==> config.mk <==
export PLATFORM = sky130hd
export DESIGN_NAME = id_scan_controller
export DESIGN_NICKNAME = d
export VERILOG_FILES = /design/src/rtl/id_scan_controller_pkg.sv /design/src/rtl/scan_period_timer.sv /design/src/rtl/id_scan_controller.sv
export SDC_FILE = /design/constraint.sdc
export NUM_CORES = 1
export LEC_CHECK = 0
export BUFFER_PORTS_ARGS = -buffer_cell sky130_fd_sc_hd__buf_2
export CORE_ASPECT_RATIO = 0.8
export CORE_UTILIZATION = 45
export CTS_BUF_LIST = sky130_fd_sc_hd__clkbuf_4 sky130_fd_sc_hd__clkbuf_8 sky130_fd_sc_hd__clkbuf_16
export DETAILED_ROUTE_END_ITERATION = 10
export PLACE_DENSITY = 0.69
export REMOVE_ABC_BUFFERS = 1
export SYNTH_ARGS = -nofsm -noshare
export SYNTH_HDL_FRONTEND = slang
export SYNTH_HIERARCHICAL = 1
export SYNTH_SLANG_ARGS = --single-unit
==> constraint.sdc <==
create_clock -name clk -period 5.1 [get_ports clk]
set_input_delay 0.765 -clock clk [delete_from_list [all_inputs] [get_ports clk]]
set_output_delay 0.765 -clock clk [all_outputs]
set_load 0.01 [all_outputs]
==> src/rtl/id_scan_controller_pkg.sv <==
// id_scan_controller_pkg: shared FSM states, counter state codes and defaults for the ID scan controller
package id_scan_controller_pkg;
  localparam int NUM_POS_DEF = 9;
  typedef enum logic [3:0] {S0, S1, S2, S3, S4, S5, S6, S7, S8} cnt_state_t;
  typedef enum logic [2:0] {IDLE, SYNC, CAPTURE, OFFER, WAIT, STEP, DONE} state_t;
endpackage

==> src/rtl/scan_period_timer.sv <==
// scan_period_timer: loadable down-counter that holds at zero and flags it
module scan_period_timer #(
  parameter int W = 8
) (
  input  logic         clk,
  input  logic         reset,
  input  logic         load,
  input  logic         enable,
  input  logic [W-1:0] load_val,
  output logic         zero
);
  logic [W-1:0] count_q, count_d;
  assign zero = (count_q == '0);
  always_comb count_d = load ? load_val : (enable && !zero) ? count_q - 1'b1 : count_q;
  always_ff @(posedge clk)
    if (reset) count_q <= '0;
    else count_q <= count_d;
endmodule

==> src/rtl/id_scan_controller.sv <==
// id_scan_controller: steps an external ID counter through every position and offers each digit over a valid/ready handshake
module id_scan_controller
  import id_scan_controller_pkg::*;
#(
  parameter int NUM_POS  = NUM_POS_DEF,
  parameter int PERIOD_W = 8
) (
  input  logic                clk,
  input  logic                reset,
  input  logic                start,
  input  logic                pause,
  input  logic [PERIOD_W-1:0] period,
  input  logic [3:0]          cur_state,
  input  logic [3:0]          digit_in,
  output logic                cnt_reset,
  output logic                step_out,
  output logic [3:0]          digit_out,
  output logic                digit_valid,
  input  logic                digit_ready,
  output logic [3:0]          position,
  output logic                busy,
  output logic                done,
  output logic                error
);
  state_t     state_q, state_d;
  logic [3:0] position_q, position_d;
  logic [3:0] digit_q, digit_d;
  logic       error_q, error_d;
  logic       load_timer, timer_run, timer_zero;
  logic       last_pos;
  scan_period_timer #(.W(PERIOD_W)) u_timer (
    .clk      (clk),
    .reset    (reset),
    .load     (load_timer),
    .enable   (timer_run),
    .load_val (period),
    .zero     (timer_zero)
  );
  assign last_pos  = (position_q == 4'(NUM_POS - 1));
  assign timer_run = (state_q == WAIT) && !pause;
  // reset is forwarded so the counter realigns to s0 together with this controller
  assign cnt_reset   = reset | (state_q == SYNC);
  assign step_out    = (state_q == STEP);
  assign digit_valid = (state_q == OFFER);
  assign done        = (state_q == DONE);
  assign busy        = (state_q != IDLE);
  assign digit_out   = digit_q;
  assign position    = position_q;
  assign error       = error_q;
  always_comb begin
    state_d    = state_q;
    position_d = position_q;
    digit_d    = digit_q;
    error_d    = error_q;
    load_timer = 1'b0;
    case (state_q)
      IDLE: if (start) begin
        state_d    = SYNC;
        position_d = S0;
        error_d    = 1'b0;
      end
      SYNC: state_d = CAPTURE;
      CAPTURE: if (cur_state == position_q) begin
        digit_d = digit_in;
        state_d = OFFER;
      end else begin
        error_d = 1'b1;
        state_d = DONE;
      end
      OFFER: if (digit_ready) begin
        state_d    = last_pos ? DONE : WAIT;
        load_timer = !last_pos;
      end
      WAIT: state_d = timer_zero ? STEP : WAIT;
      STEP: begin
        position_d = position_q + 4'd1;
        state_d    = CAPTURE;
      end
      DONE:    state_d = IDLE;
      default: state_d = IDLE;
    endcase
  end
  always_ff @(posedge clk)
    if (reset) begin
      state_q    <= IDLE;
      position_q <= '0;
      digit_q    <= '0;
      error_q    <= 1'b0;
    end else begin
      state_q    <= state_d;
      position_q <= position_d;
      digit_q    <= digit_d;
      error_q    <= error_d;
    end
endmodule
==> impl_metrics.yaml, run 1 <==
floorplanning:
  ioPinCount: 35
  start_util_pct: 48.7
  core_um2: 2500
  chipWidth_um: 60.2
  dieArea_um2: 2920
  fp-row-count: 16
  die_h_um: 48.5
global_routing:
  overflow: 0
  top_usage_layer: "met2"
  gr-usage-all-layers_pct: 20.4
  grt_max_degree: 20
  grtUsageMet1_pct: 29.7
  grt_pass1_wl_mm: 4.61
  met2_usage_pct: 30.8
  antenna_found_initial: 0
  use_met3_pct: 6.42
  grt_pass1_vias: 1020
worst_setup_path:
  crit_path_cell_trace: "buf_2, inv_1, o21ai_0, buf_2"
  rr_endpoint: "u_timer/count_q[7]$_SDFFE_PP0P_"
  reg2reg_depth: 6
  critPathMaxStageDelay_ns: 0.29
  start_kind: "input port"
  rr_startpoint: "state_q[0]$_SDFFE_PP0P_"
  critPathMostFrequentCell: "buf_2"
  crit_family: "buffers and inverters"
  cp_slowest_cell: "buf_2"
  cp_max_fo: 19
  critPathCaptureType: "primary output"
  cp.required_ns: 4.34
  crit_buf_inv: 3
  regToRegSetupSlack_ns: 2.77
  crit_arrival_ns: 1.59
  crit_type: "in2out"
hold_path:
  worstHoldEndpoint: "digit_out[3]$_SDFFE_PP0P_"
  hp-class: "reg2reg"
  hp-start: "digit_out[3]$_SDFFE_PP0P_"
  hold_depth: 2
synth:
  syn-cell-area_um2: 1220
  ys.flop_type: "dfxtp_1"
  syn_inst: 151
  async_flop_share_pct: 0
  yosys-top-cells-area: "dfxtp_1 (33%), ha_1 (4.1%), nand2_1 (4.0%)"
  yosysWarningCount: 6
  synth_top_area_share_pct: 32.9
  ys_ff_latch: 20
  synth.most_common_cell: "dfxtp_1"
  synthTopCellsByCount: "dfxtp_1 (20), nand2_1 (13), inv_1 (9), nor2_1 (9), a21oi_1 (8)"
  synth.distinct_cells: 47
  yosysSeqAreaShare_pct: 32.9
  synth.avg_cell_area_um2: 8.07
  synth_area_leader_cell: "dfxtp_1"
  synth_edf_count: 0
power_and_ir_drop:
  switchingPower_mw: 0.137
  pwr-share-comb_pct: 28.5
  power_density_nw_per_um2: 280
  ir_drop_v: 0.000181
  p_seq_share_pct: 48.3
  power.leakage_nw: 0.609
  switching_share_pct: 34.4
  clock_power_share_pct: 23.2
  internal_power_mw: 0.262
clock_network:
  root_buffer: "clkbuf_4"
  clkLatencyLatePin_ns: 0.30
  postCtsSetupBuffers: 0
  clock_path_buffers: 2
  cts_resized: 0
  htree_num_levels: 1
  clk_pin_slew_worst_paths_ns: 0.11
  cts_sinks: 20
  hold_buffers: 0
  cts_tree: "yes"
  numCtsBuffers: 3
place:
  port_buffers: 34
  hpwl_mm: 2.17
  gp_congestion: 0.800
timing:
  fin_crit_ns: 2.35
  final.setup.tns_ns: 0
  worstMarginPinSlew_ns: 0.605
  clock_skew_ns: 0.00206
  fin_crit_sh_pct: 46.2
  timing.fmax_ghz: 0.425
  hold_viol: 0
  slew_viol_final: 0
  setup_violations: 0
  slew_headroom_pct: 59.6
  rsz0062_at_grt: "false"
drt:
  drc_errors: 0
  ant_nets: 0
  drt_iter0_drc: 56
  num_vias: 1206
  dr.pass1.iters: 4
  via_per_inst: 5.61
  totalWireLength_mm: 2.82
  post_drt_wl_per_cell_um: 13.1
layout:
  nets: 205
  antenna_cells: 0
  area_growth_pct: 17.0
  fin_util_pct: 57.0
  num-fill-cells: 242
  drive_gt1_share_pct: 25.1
outcome:
  status: "complete, no violations"
flow_run:
  max_cap_viol_count: 0
-- per-stage QoR --
step | total power, mW | instance area [µm²] | worst slack (ns) | hold slack, ns | std cells
6_report | 0.399 | 1430 | 2.75 | 0.458 | 215
5_1_grt | 0.427 | 1430 | 2.56 | 0.500 | 215
4_1_cts | 0.402 | 1430 | 2.74 | 0.462 | 215
3_5_place_dp | 0.308 | 1390 | 2.69 | 0.444 | 211
3_3_place_gp | 0.305 | 1390 | 2.77 | 0.439 | 211
2_1_floorplan | 0.268 | 1170 | 3.09 | 0.473 | 141
-- cell type report --
| type | instances | area, µm² | share of cell area (%) |
|---|---|---|---|
| clock buffers | 4 | 36.3 | 2.54 |
| inverters | 10 | 37.5 | 2.63 |
| multi-input cells | 111 | 737 | 51.7 |
| flip-flops and latches | 20 | 400 | 28.1 |
| well taps | 36 | 45.0 | 3.16 |
| repair buffers | 34 | 170 | 11.9 |
-- cell usage in the layout, fill, tap and decap left out, types with 2 or more instances in the layout --
cell      instances
and3_1            3
o211ai_1          6
nand3b_1          3
nor2_1            9
a21oi_1           8
a31oi_1           2
a311oi_1          2
a22oi_1           2
o21ai_0           6
nand2_1          13
or4b_1            2
nor2b_1           4
nand2b_1          2
dfxtp_1          20
nor3_1            4
clkbuf_4          3
nand3_1           3
buf_2            34
nand4_1           6
inv_1             9
xnor2_1           5
ha_1              4
or3_1             3
nor3b_1           2
-- worst max path at each step --
stage / start / endpoint / slack, ns / cells after the start
after floorplan: pause / u_timer/count_q[7]$_SDFFE_PP0P_ / 3.09 / 4
after global placement: pause / u_timer/count_q[7]$_SDFFE_PP0P_ / 2.77 / 5
after detailed placement: pause / u_timer/count_q[7]$_SDFFE_PP0P_ / 2.69 / 5
after CTS: reset / cnt_reset / 2.74 / 4
after global routing: state_q[0]$_SDFFE_PP0P_ / u_timer/count_q[3]$_SDFFE_PP0P_ / 2.56 / 6
final: reset / cnt_reset / 2.75 / 4
-- cells by family after synthesis --
family | after synthesis | share of synthesized area (%)
simple gates | 63 | 30.8
compound gates | 38 | 21.3
buf+inv | 20 | 6.67
flops | 20 | 32.9
xor+xnor | 6 | 4.31
fa+ha+maj | 4 | 4.11
-- worst reg2reg max path, stage by stage, from the launching register on --
cell	delay (ns)
dfxtp_1	0.44
nor2_1	0.24
nand2_1	0.10
nor2_1	0.43
nor3b_1	0.58
a31oi_1	0.17
a221o_1	0.27
-- registers in the layout, indices dropped and copies added (netlist names) --
signal           cells
u_timer/count_q      8
digit_out            4
position             4
state_q              3
error                1
-- routing by layer --
layer / wire length [µm] / up-vias
met5: 0 / -
li1: - / 606
met3: 148 / 2
met4: 8 / 0
met1: 1430 / 568
met2: 1230 / 30
-- power groups by stage --
stage	sequential [mW]	combinational, mW	clock, mW
floorplan	0.191	0.0770	0
global placement	0.194	0.111	0
detailed placement	0.195	0.112	0
CTS	0.192	0.113	0.0967
global route	0.196	0.125	0.105
finish	0.193	0.114	0.0927
No activity file was read; power rests on OpenSTA's default activity.
==> run 2, diff against run 1 <==
Settings changed: PLACE_DENSITY 0.69 to 0.71.
Clock period 5.1 ns to 2 ns, I/O delays scaled along.
==> run 2 against run 1 <==
Compared with the run above: global-route usage is 2.4 points higher; clock power grew to 3.7 times the previous value; die area stayed put; largest cell class unchanged; sequential share of layout area is 1.2 points lower; final area is 4.3% higher; setup slack worse by 2.6 ns; total power grew to 2.9 times the previous value; via count is 1.0% higher; non-clock buffer count is 6 higher; core utilization is 2.5 points higher; largest power group unchanged; combinational power grew to 3.1 times the previous value.
==> impl_metrics.yaml, run 2 (synthesis results as in run 1) <==
layout:
  antenna_cells: 0
  final_common_cell: "buf_2"
  layout.cells.non_filler: 221
  drive_gt1_share_pct: 27.6
  multi_input_area_um2: 737
  largest_register_ffs: 8
  fin_util_pct: 59.5
  area_growth_pct: 22.1
  final_cell_mix: "buf_2 (34), dfxtp_1 (20), nand2_1 (13)"
  regMostFlops: "u_timer/count_q"
  stdcell_area_um2: 1490
  nets: 211
  regArea_um2: 400
  num-fill-cells: 228
power_and_ir_drop:
  switching_share_pct: 32.0
  power.leakage_nw: 0.648
  ir_drop_v: 0.000477
  internal_power_mw: 0.784
  pwr-share-comb_pct: 31.2
  power_density_nw_per_um2: 774
  switchingPower_mw: 0.368
  clock_power_share_pct: 29.4
  p_seq_share_pct: 39.4
global_routing:
  grt_max_degree: 20
  grt_pass1_vias: 1081
  grt_pass1_wl_mm: 5.04
  overflow: 0
  antenna_found_initial: 0
  gr-usage-all-layers_pct: 22.8
hold_path:
  hp-class: "in2reg"
  hp-start: "digit_in[0]"
  hold_depth: 2
  worstHoldEndpoint: "digit_out[0]$_SDFFE_PP0P_"
flow_run:
  max_cap_viol_count: 0
floorplanning:
  chipWidth_um: 60.2
  core_um2: 2500
  fp-row-count: 16
  ioPinCount: 35
  start_util_pct: 48.7
  die_h_um: 48.5
  dieArea_um2: 2920
place:
  gp_congestion: 0.807
  dp_cells: 217
  placed_area_um2: 1440
  hpwl_mm: 2.28
  port_buffers: 34
worst_setup_path:
  worst-path-stages: 7
  cp_slowest_cell: "or3b_2"
  start_kind: "flop"
  cp.required_ns: 2.26
  crit_buf_inv: 1
  crit_arrival_ns: 2.08
  critPathCaptureType: "flop"
  crit_path_cell_trace: "inv_1, ha_1, nand3b_1, and3_1, or3b_2, a31oi_1, a221o_1"
  crit_family: "simple AND/OR/NAND/NOR gates"
  regToRegSetupSlack_ns: 0.18
  reg2reg_depth: 7
  critPathMaxStageDelay_ns: 0.47
  rr_startpoint: "position[0]$_SDFFE_PP0P_"
  crit_type: "reg2reg"
  cp_max_fo: 6
  rr_endpoint: "u_timer/count_q[7]$_SDFFE_PP0P_"
clock_network:
  cts_resized: 0
  cts_sinks: 20
  numCtsBuffers: 3
  htree_num_levels: 1
  clkLatencyLatePin_ns: 0.32
  cts_tree: "yes"
  clock_path_buffers: 2
  clk_pin_slew_worst_paths_ns: 0.12
  root_buffer: "clkbuf_4"
  hold_buffers: 0
  postCtsSetupBuffers: 0
timing:
  rsz0062_at_grt: "false"
  timing.fmax_ghz: 0.548
  fin_crit_ns: 1.82
  slew_headroom_pct: 64.5
  setup_violations: 0
  worstMarginPinSlew_ns: 0.529
  final.setup.tns_ns: 0
  hold_viol: 0
  slew_viol_final: 0
  fin_crit_sh_pct: 91.2
  clock_skew_ns: 0.00907
drt:
  drt_iter0_drc: 30
  ant_nets: 0
  totalWireLength_mm: 2.96
  topRoutingLayerUsed: "met4"
  met2_length_mm: 1.41
  num_vias: 1218
  dr.pass1.iters: 4
  drc_errors: 0
  m1WireLength_mm: 1.40
  via_per_inst: 5.51
  post_drt_wl_per_cell_um: 13.4
  wl_met3_um: 107
outcome:
  status: "complete, no violations"
[run 2: stage by stage]
step	setup slack (ns)	hold slack (ns)	total power, mW
detailed placement	0.188	0.447	0.819
global route	0.0236	0.178	1.22
CTS	0.161	0.188	1.16
global placement	0.294	0.432	0.807
finish	0.176	0.195	1.15
floorplan	0.0913	0.369	0.684
[run 2: worst max-delay path by stage]
stage	from	slack (ns)	end
final	position[0]$_SDFFE_PP0P_	0.18	u_timer/count_q[7]$_SDFFE_PP0P_
after global routing	position[0]$_SDFFE_PP0P_	0.02	u_timer/count_q[6]$_SDFFE_PP0P_
after CTS	position[0]$_SDFFE_PP0P_	0.16	u_timer/count_q[7]$_SDFFE_PP0P_
after global placement	position[0]$_SDFFE_PP0P_	0.29	u_timer/count_q[7]$_SDFFE_PP0P_
after detailed placement	position[0]$_SDFFE_PP0P_	0.19	u_timer/count_q[7]$_SDFFE_PP0P_
after floorplan	state_q[0]$_SDFFE_PP0P_	0.09	u_timer/count_q[7]$_SDFFE_PP0P_
[run 2: routing by layer]
metal | up-vias | global-route usage [%]
met4 | 0 | 8.91
met2 | 28 | 35.3
met3 | 5 | 4.81
li1 | 621 | -
met5 | - | 0
met1 | 564 | 30.5
[run 2: area by class of cell]
class | count | area share [%]
sequential | 20 | 26.9
clock buffer | 3 | 1.51
clock inverter | 1 | 2.02
multi-input combinational | 111 | 49.5
inverter | 10 | 2.52
timing repair buffer | 40 | 14.5
tap | 36 | 3.03
[run 2: power by group through the flow]
| stage | clock [mW] | combinational, mW | sequential (mW) |
|---|---|---|---|
| floorplan | 0 | 0.196 | 0.487 |
| global placement | 0 | 0.346 | 0.461 |
| detailed placement | 0 | 0.356 | 0.463 |
| CTS | 0.349 | 0.357 | 0.454 |
| global route | 0.366 | 0.400 | 0.458 |
| finish | 0.339 | 0.359 | 0.454 |
==> run 3, diff against run 2 <==
Settings changed: ABC_AREA set to 1, PLACE_DENSITY 0.71 to 0.68.
Clock period 2 ns to 1.9 ns, I/O delays scaled along.
==> run 3 against run 2 <==
Compared with the run above: synthesized cell count rose by 40%; sequential cell count unchanged; first-iteration DRC count grew to 2.9 times the previous value; non-clock buffer count down 1; hold slack better by 0.11 ns; wire length up 4.2%; sequential share of layout area fell by 2.6 points; clock power up 26%; area after synthesis increased by 10%; critical path depth grew 4; largest cell class unchanged; largest power group is now combinational logic.
==> impl_metrics.yaml, run 3 <==
floorplanning:
  die_h_um: 50.9
  chipWidth_um: 63.1
  dieArea_um2: 3210
  start_util_pct: 48.2
  fp-row-count: 17
  ioPinCount: 35
  core_um2: 2790
place:
  pre_cts_slack_ns: 0.193
  placed_area_um2: 1570
  hpwl_mm: 2.41
  port_buffers: 34
  gp_congestion: 0.841
worst_setup_path:
  critPathMostFrequentCell: "nor2_1"
  crit_buf_inv: 3
  crit_family: "simple AND/OR/NAND/NOR gates"
  endpoint: "u_timer/count_q[7]$_SDFFE_PP0P_"
  rr_endpoint: "u_timer/count_q[7]$_SDFFE_PP0P_"
  worst-path-stages: 11
  start_kind: "flop"
  crit_arrival_ns: 1.78
  cp.required_ns: 2.05
  reg2reg_depth: 11
  rr_startpoint: "position[0]$_SDFFE_PP0P_"
  critPathMaxStageDelay_ns: 0.36
  crit_type: "reg2reg"
  cp_slowest_cell: "dfxtp_2"
  cp_max_fo: 10
  critPathCaptureType: "flop"
  regToRegSetupSlack_ns: 0.27
  crit_start: "position[0]$_SDFFE_PP0P_"
  crit_path_cell_trace: "inv_1, ha_1, nand2_1, nor2_1, nor3_1, buf_4, inv_2, nand3_1, nor2_1, nor2_1, nor2_1"
power_and_ir_drop:
  power_density_nw_per_um2: 911
  power.leakage_nw: 0.832
  ir_drop_v: 0.000419
drt:
  dr.pass1.iters: 4
  via_per_inst: 4.78
  drt_iter0_drc: 87
  num_vias: 1385
  totalWireLength_mm: 3.09
  ant_nets: 0
  drc_errors: 0
  post_drt_wl_per_cell_um: 10.6
synth:
  yosysWarningCount: 6
  synth_area_leader_cell: "dfxtp_1"
  yosysSeqAreaShare_pct: 29.8
  synth.distinct_cells: 26
  synth_top_area_share_pct: 29.8
  synth.most_common_cell: "nand2_1"
  synth.avg_cell_area_um2: 6.34
  synth_edf_count: 0
  async_flop_share_pct: 0
  yosys-top-cells-area: "dfxtp_1 (30%), nand2_1 (18%), inv_1 (7.5%)"
  ys.flop_type: "dfxtp_1"
  syn-cell-area_um2: 1340
  ys_ff_latch: 20
  syn_inst: 212
  synthTopCellsByCount: "nand2_1 (63), inv_1 (27), nor2_1 (21), dfxtp_1 (20), nand3_1 (19)"
global_routing:
  grt_pass1_vias: 1208
  antenna_found_initial: 0
  grt_pass1_wl_mm: 5.40
  overflow: 0
  grt_max_degree: 17
  gr-usage-all-layers_pct: 21.9
layout:
  drive_gt1_share_pct: 26.6
  area_growth_pct: 23.1
  num-fill-cells: 284
  antenna_cells: 0
  largest_register_ffs: 8
  nets: 278
  stdcell_area_um2: 1650
  regArea_um2: 403
  regMostFlops: "u_timer/count_q"
  final_common_cell: "nand2_1"
  multi_input_area_um2: 796
  final_cell_mix: "nand2_1 (63), buf_2 (34), inv_1 (27)"
flow_run:
  max_cap_viol_count: 0
timing:
  worstMarginPinSlew_ns: 0.360
  clock_skew_ns: 0.00240
  hold_viol: 0
  slew_viol_final: 0
  fin_crit_ns: 1.63
  slew_headroom_pct: 75.9
  rsz0062_at_grt: "false"
  setup_violations: 0
  timing.fmax_ghz: 0.613
  final.setup.tns_ns: 0
  layout_setup_ws_ns: 0.268
  worst_hold_slack_ns: 0.303
  fin_crit_sh_pct: 85.9
clock_network:
  clkLatencyLatePin_ns: 0.26
  cts_tree: "yes"
  root_buffer: "clkbuf_8"
  hold_buffers: 0
  numCtsBuffers: 3
  clock_path_buffers: 2
  clk_pin_slew_worst_paths_ns: 0.08
  cts_sinks: 20
  htree_num_levels: 1
hold_path:
  hp-class: "in2reg"
outcome:
  status: "complete, no violations"
## run 3: worst register-to-register path, delay by kind of cell (launching register included)
family	cells	cell delay (ns)
AND/OR/NAND/NOR	7	0.64
flip-flops	1	0.36
buffers and inverters	3	0.34
adder cells (fa/ha/maj)	1	0.19
## run 3: worst min-delay path by stage
stage | start | endpoint | depth (start not counted)
floorplan | reset | state_q[1]$_SDFFE_PP0P_ | 1
global placement | digit_out[3]$_SDFFE_PP0P_ | digit_out[3]$_SDFFE_PP0P_ | 2
detailed placement | digit_out[3]$_SDFFE_PP0P_ | digit_out[3]$_SDFFE_PP0P_ | 2
CTS | digit_in[0] | digit_out[0]$_SDFFE_PP0P_ | 3
global route | digit_in[1] | digit_out[1]$_SDFFE_PP0P_ | 3
finish | digit_in[0] | digit_out[0]$_SDFFE_PP0P_ | 3
## run 3: cells by family (layout without fill, tap and decap cells)
kind of cell | Yosys count | count (layout) | share of synthesized area (%)
compound gates | 24 | 24 | 9.78
xor+xnor | 2 | 2 | 1.30
fa+ha+maj | 4 | 4 | 3.72
buf+inv | 37 | 77 | 11.0
flops | 20 | 20 | 29.8
simple gates | 125 | 125 | 44.4
## run 3: layer usage
| layer | up-vias | share of wire [%] | track usage, % |
|---|---|---|---|
| li1 | 754 | - | - |
| met1 | 576 | 52 | 32.5 |
| met2 | 51 | 40 | 30.3 |
| met3 | 4 | 7.0 | 4.91 |
| met4 | 0 | 1.3 | 8.14 |
| met5 | - | 0 | 0 |
## run 3: area by class of cell
class / count / area share, %
Tap cell: 38 / 2.87
Clock inverter: 1 / 1.82
Inverter: 34 / 7.79
Timing Repair Buffer: 39 / 12.6
Sequential cell: 20 / 24.4
Multi-Input combinational cell: 155 / 48.1
Clock buffer: 3 / 2.50
## run 3: stage by stage
stage,total power [mW],cells,util [%]
final,1.51,290,59.4
after global routing,1.62,290,59.4
after CTS,1.52,288,58.7
after detailed placement,1.08,284,56.2
after global placement,1.08,284,56.2
after floorplan,0.922,209,-
## run 3: repair_timing
action                                  in CTS  in global routing
gates resized for setup                      0                  2
endpoints found under the setup margin       0                  6
setup buffers                                0                  2
## run 3: power by group
| group | total, mW | switching (mW) | internal, mW |
|---|---|---|---|
| Combinational | 0.590 | 0.372 | 0.217 |
| Clock | 0.428 | 0.147 | 0.281 |
| Sequential | 0.490 | 0.0339 | 0.456 |
| Total | 1.51 | 0.553 | 0.955 |
